[config.mk]
export PLATFORM = sky130hd
export DESIGN_NAME = seg_display_mux
export DESIGN_NICKNAME = d
export VERILOG_FILES = /design/src/rtl/seg_display_mux.sv
export SDC_FILE = /design/constraint.sdc
export NUM_CORES = 1
export LEC_CHECK = 0
export CAP_MARGIN = 30
export CORE_UTILIZATION = 60
export CTS_CLUSTER_SIZE = 12
export DETAILED_ROUTE_END_ITERATION = 8
export HOLD_SLACK_MARGIN = 0.02
export PLACE_DENSITY = 0.83
export SYNTH_ARGS = -nofsm -noshare
export SYNTH_HDL_FRONTEND = slang
export SYNTH_SLANG_ARGS = --single-unit
[constraint.sdc]
create_clock -name CLK -period 5.4 [get_ports CLK]
set_input_delay 1.08 -clock CLK [delete_from_list [all_inputs] [get_ports CLK]]
set_output_delay 1.08 -clock CLK [all_outputs]
set_load 0.02 [all_outputs]
[src/rtl/seg_display_mux.sv]
// -----------------------------------------------------------------------------
// seg_display_mux
//
// Multiplexed seven-segment display driver for NUM_DIGITS digits.
// A value is loaded with WE, either as raw hex nibbles or as an unsigned
// binary number that is converted to decimal by an iterative double-dabble
// engine (one bit per cycle, W = 4*NUM_DIGITS cycles). Leading zero digits can
// be blanked, and a decimal value that does not fit shows dashes on every digit
// and raises overflow. The digits are scanned one at a time, each one staying
// selected for REFRESH_DIV cycles.
//
// Ports
//   CLK         in   system clock, rising edge
//   RESET       in   synchronous, active-high reset
//   WE          in   load strobe (accepted only while busy = 0)
//   WDATA       in   [W-1:0] value to display
//   DEC_MODE    in   0 = hex nibbles, 1 = unsigned binary shown in decimal
//   BLANK_LZ    in   1 = blank leading zero digits (digit 0 never blanked)
//   busy        out  decimal conversion in progress
//   overflow    out  last decimal load exceeded 10^NUM_DIGITS-1
//   digit_sel   out  [NUM_DIGITS-1:0] one-hot digit enable, bit 0 = LSD
//   seg_pins_n  out  [6:0] active-low segments {g,f,e,d,c,b,a}
//
// Handshake: a load is accepted on a rising edge where WE=1 and busy=0
// (busy sampled before the edge). WE while busy is dropped, never queued.
// -----------------------------------------------------------------------------
module seg_display_mux #(
    parameter int NUM_DIGITS  = 2,
    parameter int REFRESH_DIV = 1024
) (
    input  logic                    CLK,
    input  logic                    RESET,
    input  logic                    WE,
    input  logic [4*NUM_DIGITS-1:0] WDATA,
    input  logic                    DEC_MODE,
    input  logic                    BLANK_LZ,
    output logic                    busy,
    output logic                    overflow,
    output logic [NUM_DIGITS-1:0]   digit_sel,
    output logic [6:0]              seg_pins_n
);

    localparam int W      = 4 * NUM_DIGITS;
    localparam int CNT_W  = (REFRESH_DIV > 1) ? $clog2(REFRESH_DIV) : 1;
    localparam int IDX_W  = (NUM_DIGITS > 1) ? $clog2(NUM_DIGITS) : 1;
    localparam int CONV_W = $clog2(W + 1);

    localparam logic [6:0] SEG_BLANK = 7'b1111111;
    localparam logic [6:0] SEG_DASH  = 7'b0111111;

    // Largest value representable in NUM_DIGITS decimal digits.
    function automatic logic [63:0] dec_max_f(input int n);
        logic [63:0] p;
        p = 64'd1;
        for (int i = 0; i < n; i++) begin
            p = p * 64'd10;
        end
        return p - 64'd1;
    endfunction

    localparam logic [63:0] DEC_MAX = dec_max_f(NUM_DIGITS);

    // Active-low hex glyphs, bit order {g,f,e,d,c,b,a}.
    function automatic logic [6:0] hex_glyph(input logic [3:0] c);
        case (c)
            4'h0:    hex_glyph = 7'b1000000;
            4'h1:    hex_glyph = 7'b1111001;
            4'h2:    hex_glyph = 7'b0100100;
            4'h3:    hex_glyph = 7'b0110000;
            4'h4:    hex_glyph = 7'b0011001;
            4'h5:    hex_glyph = 7'b0010010;
            4'h6:    hex_glyph = 7'b0000010;
            4'h7:    hex_glyph = 7'b1111000;
            4'h8:    hex_glyph = 7'b0000000;
            4'h9:    hex_glyph = 7'b0010000;
            4'hA:    hex_glyph = 7'b0001000;
            4'hB:    hex_glyph = 7'b0000011;
            4'hC:    hex_glyph = 7'b1000110;
            4'hD:    hex_glyph = 7'b0100001;
            4'hE:    hex_glyph = 7'b0000110;
            default: hex_glyph = 7'b0001110;
        endcase
    endfunction

    // Digit i (i > 0) is blanked when nibbles i..NUM_DIGITS-1 are all zero.
    function automatic logic [NUM_DIGITS-1:0] lz_mask(input logic [W-1:0] v,
                                                      input logic       en);
        logic zero_run;
        lz_mask  = '0;
        zero_run = 1'b1;
        for (int i = NUM_DIGITS - 1; i >= 1; i--) begin
            zero_run   = zero_run & (v[4*i +: 4] == 4'd0);
            lz_mask[i] = en & zero_run;
        end
    endfunction

    typedef enum logic {
        ST_IDLE    = 1'b0,
        ST_CONVERT = 1'b1
    } state_t;

    // Conversion engine
    state_t                         state_q, state_d;
    logic [CONV_W-1:0]              conv_cnt_q, conv_cnt_d;
    logic [W-1:0]                   bin_q, bin_d;
    logic [W-1:0]                   bcd_q, bcd_d;
    logic                           ovf_pend_q, ovf_pend_d;
    logic                           blz_q, blz_d;

    // Display register
    logic [NUM_DIGITS-1:0][3:0]     code_q, code_d;
    logic [NUM_DIGITS-1:0]          blank_q, blank_d;
    logic [NUM_DIGITS-1:0]          dash_q, dash_d;
    logic                           overflow_q, overflow_d;

    // Scan
    logic [CNT_W-1:0]               cnt_q, cnt_d;
    logic [IDX_W-1:0]               idx_q, idx_d;
    logic [NUM_DIGITS-1:0]          sel_q, sel_d;
    logic [6:0]                     seg_q, seg_d;

    logic [W-1:0]                   bcd_adj;

    always_comb begin
        state_d    = state_q;
        conv_cnt_d = conv_cnt_q;
        bin_d      = bin_q;
        bcd_d      = bcd_q;
        ovf_pend_d = ovf_pend_q;
        blz_d      = blz_q;
        code_d     = code_q;
        blank_d    = blank_q;
        dash_d     = dash_q;
        overflow_d = overflow_q;
        cnt_d      = cnt_q;
        idx_d      = idx_q;
        sel_d      = '0;
        seg_d      = SEG_BLANK;
        bcd_adj    = bcd_q;

        // Refresh counter and scan index.
        if (cnt_q == CNT_W'(REFRESH_DIV - 1)) begin
            cnt_d = '0;
            idx_d = (idx_q == IDX_W'(NUM_DIGITS - 1)) ? '0 : idx_q + IDX_W'(1);
        end else begin
            cnt_d = cnt_q + CNT_W'(1);
        end

        // Outputs follow the current display contents every cycle.
        sel_d[idx_q] = 1'b1;
        if (dash_q[idx_q]) begin
            seg_d = SEG_DASH;
        end else if (blank_q[idx_q]) begin
            seg_d = SEG_BLANK;
        end else begin
            seg_d = hex_glyph(code_q[idx_q]);
        end

        if (state_q == ST_IDLE) begin
            if (WE) begin
                if (DEC_MODE) begin
                    bin_d      = WDATA;
                    bcd_d      = '0;
                    conv_cnt_d = '0;
                    ovf_pend_d = (64'(WDATA) > DEC_MAX);
                    blz_d      = BLANK_LZ;
                    state_d    = ST_CONVERT;
                end else begin
                    code_d     = WDATA;
                    blank_d    = lz_mask(WDATA, BLANK_LZ);
                    dash_d     = '0;
                    overflow_d = 1'b0;
                end
            end
        end else begin
            // Double-dabble step: add 3 to every BCD digit >= 5, then shift
            // the {BCD, binary} pair left by one.
            for (int i = 0; i < NUM_DIGITS; i++) begin
                if (bcd_q[4*i +: 4] >= 4'd5) begin
                    bcd_adj[4*i +: 4] = bcd_q[4*i +: 4] + 4'd3;
                end
            end
            {bcd_d, bin_d} = {bcd_adj[W-2:0], bin_q, 1'b0};
            conv_cnt_d     = conv_cnt_q + CONV_W'(1);

            if (conv_cnt_q == CONV_W'(W - 1)) begin
                state_d    = ST_IDLE;
                code_d     = bcd_d;
                overflow_d = ovf_pend_q;
                if (ovf_pend_q) begin
                    dash_d  = '1;
                    blank_d = '0;
                end else begin
                    dash_d  = '0;
                    blank_d = lz_mask(bcd_d, blz_q);
                end
            end
        end
    end

    always_ff @(posedge CLK) begin
        if (RESET) begin
            state_q    <= ST_IDLE;
            conv_cnt_q <= '0;
            bin_q      <= '0;
            bcd_q      <= '0;
            ovf_pend_q <= 1'b0;
            blz_q      <= 1'b0;
            code_q     <= '0;
            blank_q    <= '1;
            dash_q     <= '0;
            overflow_q <= 1'b0;
            cnt_q      <= '0;
            idx_q      <= '0;
            sel_q      <= '0;
            seg_q      <= SEG_BLANK;
        end else begin
            state_q    <= state_d;
            conv_cnt_q <= conv_cnt_d;
            bin_q      <= bin_d;
            bcd_q      <= bcd_d;
            ovf_pend_q <= ovf_pend_d;
            blz_q      <= blz_d;
            code_q     <= code_d;
            blank_q    <= blank_d;
            dash_q     <= dash_d;
            overflow_q <= overflow_d;
            cnt_q      <= cnt_d;
            idx_q      <= idx_d;
            sel_q      <= sel_d;
            seg_q      <= seg_d;
        end
    end

    assign busy       = (state_q == ST_CONVERT);
    assign overflow   = overflow_q;
    assign digit_sel  = sel_q;
    assign seg_pins_n = seg_q;

endmodule
==> impl_metrics.xml <==
<?xml version="1.0" encoding="UTF-8"?>
<metrics>
  <group name="placement">
    <metric name="dpl.hpwl" unit="um">3540</metric>
    <metric name="port-buffer-count" unit="">23</metric>
    <metric name="pre_cts_ws" unit="ps">2540</metric>
    <metric name="place_congestion" unit="">0.806</metric>
  </group>
  <group name="power">
    <metric name="peakVddDrop" unit="mV">0.242</metric>
    <metric name="leakagePower" unit="nW">1.06</metric>
    <metric name="power-per-cell-area" unit="nW/um^2">258</metric>
  </group>
  <group name="clock_tree">
    <metric name="cts_max_path_buffers" unit="">2</metric>
    <metric name="ctsResizeCount" unit="">0</metric>
    <metric name="cts_setup_buffers" unit="">0</metric>
    <metric name="cts.clk_slew.worst_paths" unit="ps">90</metric>
    <metric name="cts_hold_repair.buffers" unit="">0</metric>
    <metric name="htree_levels" unit="">2</metric>
    <metric name="tritoncts_clock_tree" unit="">done</metric>
    <metric name="clock-sinks" unit="">54</metric>
    <metric name="tritoncts.num_buffers" unit="">5</metric>
    <metric name="cts_root_buf" unit="">clkbuf_8</metric>
    <metric name="clock_insertion_delay_worst_skew" unit="ps">310</metric>
  </group>
  <group name="layout">
    <metric name="postLayoutCoreUtil" unit="%">70.4</metric>
    <metric name="areaGrowthSynthToFinish" unit="%">11.8</metric>
    <metric name="nNetsFinal" unit="">342</metric>
    <metric name="final_layout_size_suffix_gt1_share" unit="%">4.42</metric>
    <metric name="antennaDiodeCount" unit="">0</metric>
  </group>
  <group name="timing">
    <metric name="timing.final.crit_period" unit="ps">2750</metric>
    <metric name="setup_repair_after_global_routing_missed_its_margin" unit="">no</metric>
    <metric name="worstMarginPinSlew" unit="ps">659</metric>
    <metric name="hold_viol" unit="">0</metric>
    <metric name="setup_total_negative_slack" unit="ps">0</metric>
    <metric name="timing.clock.skew" unit="ps">7.90</metric>
    <metric name="worst_rel_slew_slack" unit="%">55.9</metric>
    <metric name="slew_violations" unit="">0</metric>
    <metric name="layout_setup_ws" unit="ps">2650</metric>
    <metric name="max_clock_freq" unit="GHz">0.363</metric>
    <metric name="timing.final.setup_violations" unit="">0</metric>
    <metric name="final_min_period_over_clock_period" unit="%">51.0</metric>
  </group>
  <group name="worst_setup_path">
    <metric name="timing_worst_setup_path_type" unit="">flip-flop to output pin</metric>
    <metric name="worstPathBufferInverterCount" unit="">2</metric>
    <metric name="slowest_stage" unit="">clkdlybuf4s50_1</metric>
    <metric name="start_kind" unit="">flip-flop</metric>
    <metric name="timing.rr.end" unit="">seg_pins_n[0]</metric>
    <metric name="critical_path.top_delay_family" unit="">buffers and inverters</metric>
    <metric name="cp.arrival" unit="ps">1670</metric>
    <metric name="worstPathMaxFanout" unit="">41</metric>
    <metric name="regToRegStartpoint" unit="">idx_q</metric>
    <metric name="rr_worst_depth" unit="">6</metric>
    <metric name="worst-endpoint-required" unit="ps">4320</metric>
    <metric name="reg2reg_setup_slack" unit="ps">3130</metric>
    <metric name="slowest_delay" unit="ps">690</metric>
    <metric name="worst_setup_path_end_kind" unit="">output pin</metric>
    <metric name="timing.critical_path.depth" unit="">2</metric>
    <metric name="worstPathCellList" unit="">buf_4 &gt; clkdlybuf4s50_1</metric>
  </group>
  <group name="outcome">
    <metric name="outcome" unit="">finished, final reports clean</metric>
  </group>
  <group name="drt">
    <metric name="drt_pre_antenna_iters" unit="">4</metric>
    <metric name="drt-total-wl" unit="um">5060</metric>
    <metric name="number_of_remaining_drc_errors" unit="">0</metric>
    <metric name="route.vias.total" unit="">2105</metric>
    <metric name="routed_wire_length_per_instance" unit="um">13.8</metric>
    <metric name="drtAntennaViolNets" unit="">0</metric>
    <metric name="via_per_inst" unit="">5.74</metric>
    <metric name="drt-initial-drc-count" unit="">108</metric>
  </group>
  <group name="yosys">
    <metric name="synth_largest_area_cell" unit="">dfxtp_1</metric>
    <metric name="yosysSeqAreaShare" unit="%">42.3</metric>
    <metric name="synthArstFlopShare" unit="%">0</metric>
    <metric name="synth_top_area_share" unit="%">42.3</metric>
    <metric name="synth_enable_flop_cells" unit="">0</metric>
    <metric name="synthCells" unit="">303</metric>
    <metric name="synthDistinctLibCells" unit="">47</metric>
    <metric name="mean_cell_area_of_the_mapped_netlist" unit="sq um">8.43</metric>
    <metric name="ys_ff_latch" unit="">54</metric>
    <metric name="yosys_most_used_dff" unit="">dfxtp_1</metric>
    <metric name="synth.cell_area" unit="sq um">2550</metric>
    <metric name="post_synth_main_area_contributors" unit="">dfxtp_1 (42%), a21oi_1 (7.4%), nor2_1 (6.0%), ha_1 (5.4%), nand2_1 (4.3%)</metric>
    <metric name="synth.yosys.warnings" unit="">0</metric>
    <metric name="synth.net_count" unit="">327</metric>
  </group>
  <group name="die">
    <metric name="floorplan.die.width" unit="um">67.2</metric>
    <metric name="die_h" unit="um">67.2</metric>
    <metric name="initial_utilization" unit="%">62.9</metric>
    <metric name="placementRows" unit="">23</metric>
    <metric name="area_enclosed_by_the_die_boundary" unit="sq um">4520</metric>
    <metric name="top_level_ports" unit="">24</metric>
    <metric name="fp.coreArea" unit="sq um">4060</metric>
  </group>
  <group name="global_routing">
    <metric name="grt_start_max_net_pins" unit="">46</metric>
    <metric name="gr-total-overflow" unit="">0</metric>
    <metric name="track_usage" unit="%">24.9</metric>
    <metric name="global_route.peak_usage_layer" unit="">met2</metric>
    <metric name="gr-usage-met1" unit="%">31.1</metric>
    <metric name="global_route.usage.met2" unit="%">41.9</metric>
    <metric name="grt_pass1_wl" unit="um">8490</metric>
    <metric name="grt_util_met3" unit="%">4.56</metric>
    <metric name="antenna_found_initial" unit="">0</metric>
    <metric name="first_global_vias" unit="">1945</metric>
  </group>
  <group name="flow_run">
    <metric name="max_cap_viol_count" unit="">0</metric>
  </group>
  <group name="hold_path">
    <metric name="timing.hold.worst_endpoint" unit="">code_q[4]</metric>
    <metric name="hold_crit_class" unit="">flip-flop to flip-flop</metric>
    <metric name="whs_path_depth" unit="">2</metric>
    <metric name="hold_path.startpoint" unit="">code_q[4]</metric>
  </group>
</metrics>
## final cells by class
type,instances,area (sq um)
Tap cell,50,62.6
Multi-Input combinational cell,224,1350
Fill cell,337,1200
Clock buffer,6,82.6
Inverter,8,30.0
Timing Repair Buffer,25,245
Sequential cell,54,1080
## state kept, by name, indices dropped and copies added, names as in the netlist
register	cells
dash_q	1
conv_cnt_q	4
bin_q	8
cnt_q	10
seg_pins_n	7
code_q	8
digit_sel	2
idx_q	1
bcd_q	8
blank_q	2
blz_q	1
busy	1
ovf_pend_q	1
## metrics by stage
stage               total power [mW]  hold slack, ps  instance area, sq um  std cells
floorplan                      0.493             423                  2550        303
global placement               0.519             437                  2770        361
detailed placement             0.522             441                  2770        361
CTS                            0.742             463                  2860        367
global route                   0.767             484                  2860        367
finish                         0.736             458                  2860        367
## cells in the final DEF, fill, tap and decap left out, drive strengths merged
cell	instances
dfxtp	54
nor2	41
a21oi	39
nand2	30
clkdlybuf4s50	23
nand3	15
ha	11
o21ai	9
inv	8
mux2i	8
nor3	7
xor2	6
a211oi	6
clkbuf	6
nand2b	5
xnor2	5
and3	4
a21o	4
o211ai	4
nor3b	4
a311oi	3
or3	3
nor2b	2
o221ai	2
a22oi	2
buf	2
mux2	2
and2	1
nand4	1
a221oi	1
o21bai	1
and4b	1
or2	1
a211o	1
or2b	1
o311ai	1
a31oi	1
o2111ai	1
nor4	1
## cell usage after synthesis (all sizes together) (2+ instances only)
cell,instances
o221ai,2
a311oi,3
clkbuf,5
nor2b,2
xnor2,5
o211ai,4
a211oi,6
a22oi,2
buf,12
or3,3
dfxtp,54
a21oi,39
nand2b,5
inv,8
nand2,30
nor3,7
o21ai,9
and3,4
nand3,15
xor2,6
nor2,41
mux2,2
mux2i,8
ha,11
nor3b,4
a21o,4
## layer usage
| metal | vias to the layer above | share of wire [%] |
|---|---|---|
| li1 | 1081 | - |
| met1 | 966 | 45 |
| met2 | 51 | 49 |
| met3 | 7 | 5.0 |
| met4 | 0 | 1.1 |
| met5 | - | 0 |
## logic make-up (layout without fill, tap and decap cells)
group | Yosys count | count (layout) | share of synthesized area (%)
compound gates | 75 | 75 | 17.9
xor+xnor | 11 | 11 | 3.77
fa+ha+maj | 11 | 11 | 5.39
buf+inv | 25 | 39 | 4.65
flops | 54 | 54 | 42.3
mux | 10 | 10 | 4.65
simple gates | 117 | 117 | 21.3
## power by group
| part | internal (mW) | leakage [nW] | switching [mW] |
|---|---|---|---|
| Clock | 0.0992 | 0.0431 | 0.124 |
| Combinational | 0.0373 | 0.581 | 0.0544 |
| Sequential | 0.413 | 0.440 | 0.00901 |
| Total | 0.549 | 1.06 | 0.187 |
## how the worst max path moves through the flow
| stage | start | to |
|---|---|---|
| 6_report | busy | busy |
| 3_3_place_gp | WE | code_q[3] |
| 4_1_cts | busy | busy |
| 5_1_grt | busy | busy |
| 2_1_floorplan | DEC_MODE | blank_q[1] |
| 3_5_place_dp | WE | code_q[7] |
## tightest hold or removal path, cell delays in order (launching register included)
cell and delay [ps]:
dfxtp_1 320, nand2_1 50, a21oi_1 50
No activity file was read; power rests on OpenSTA's default activity.
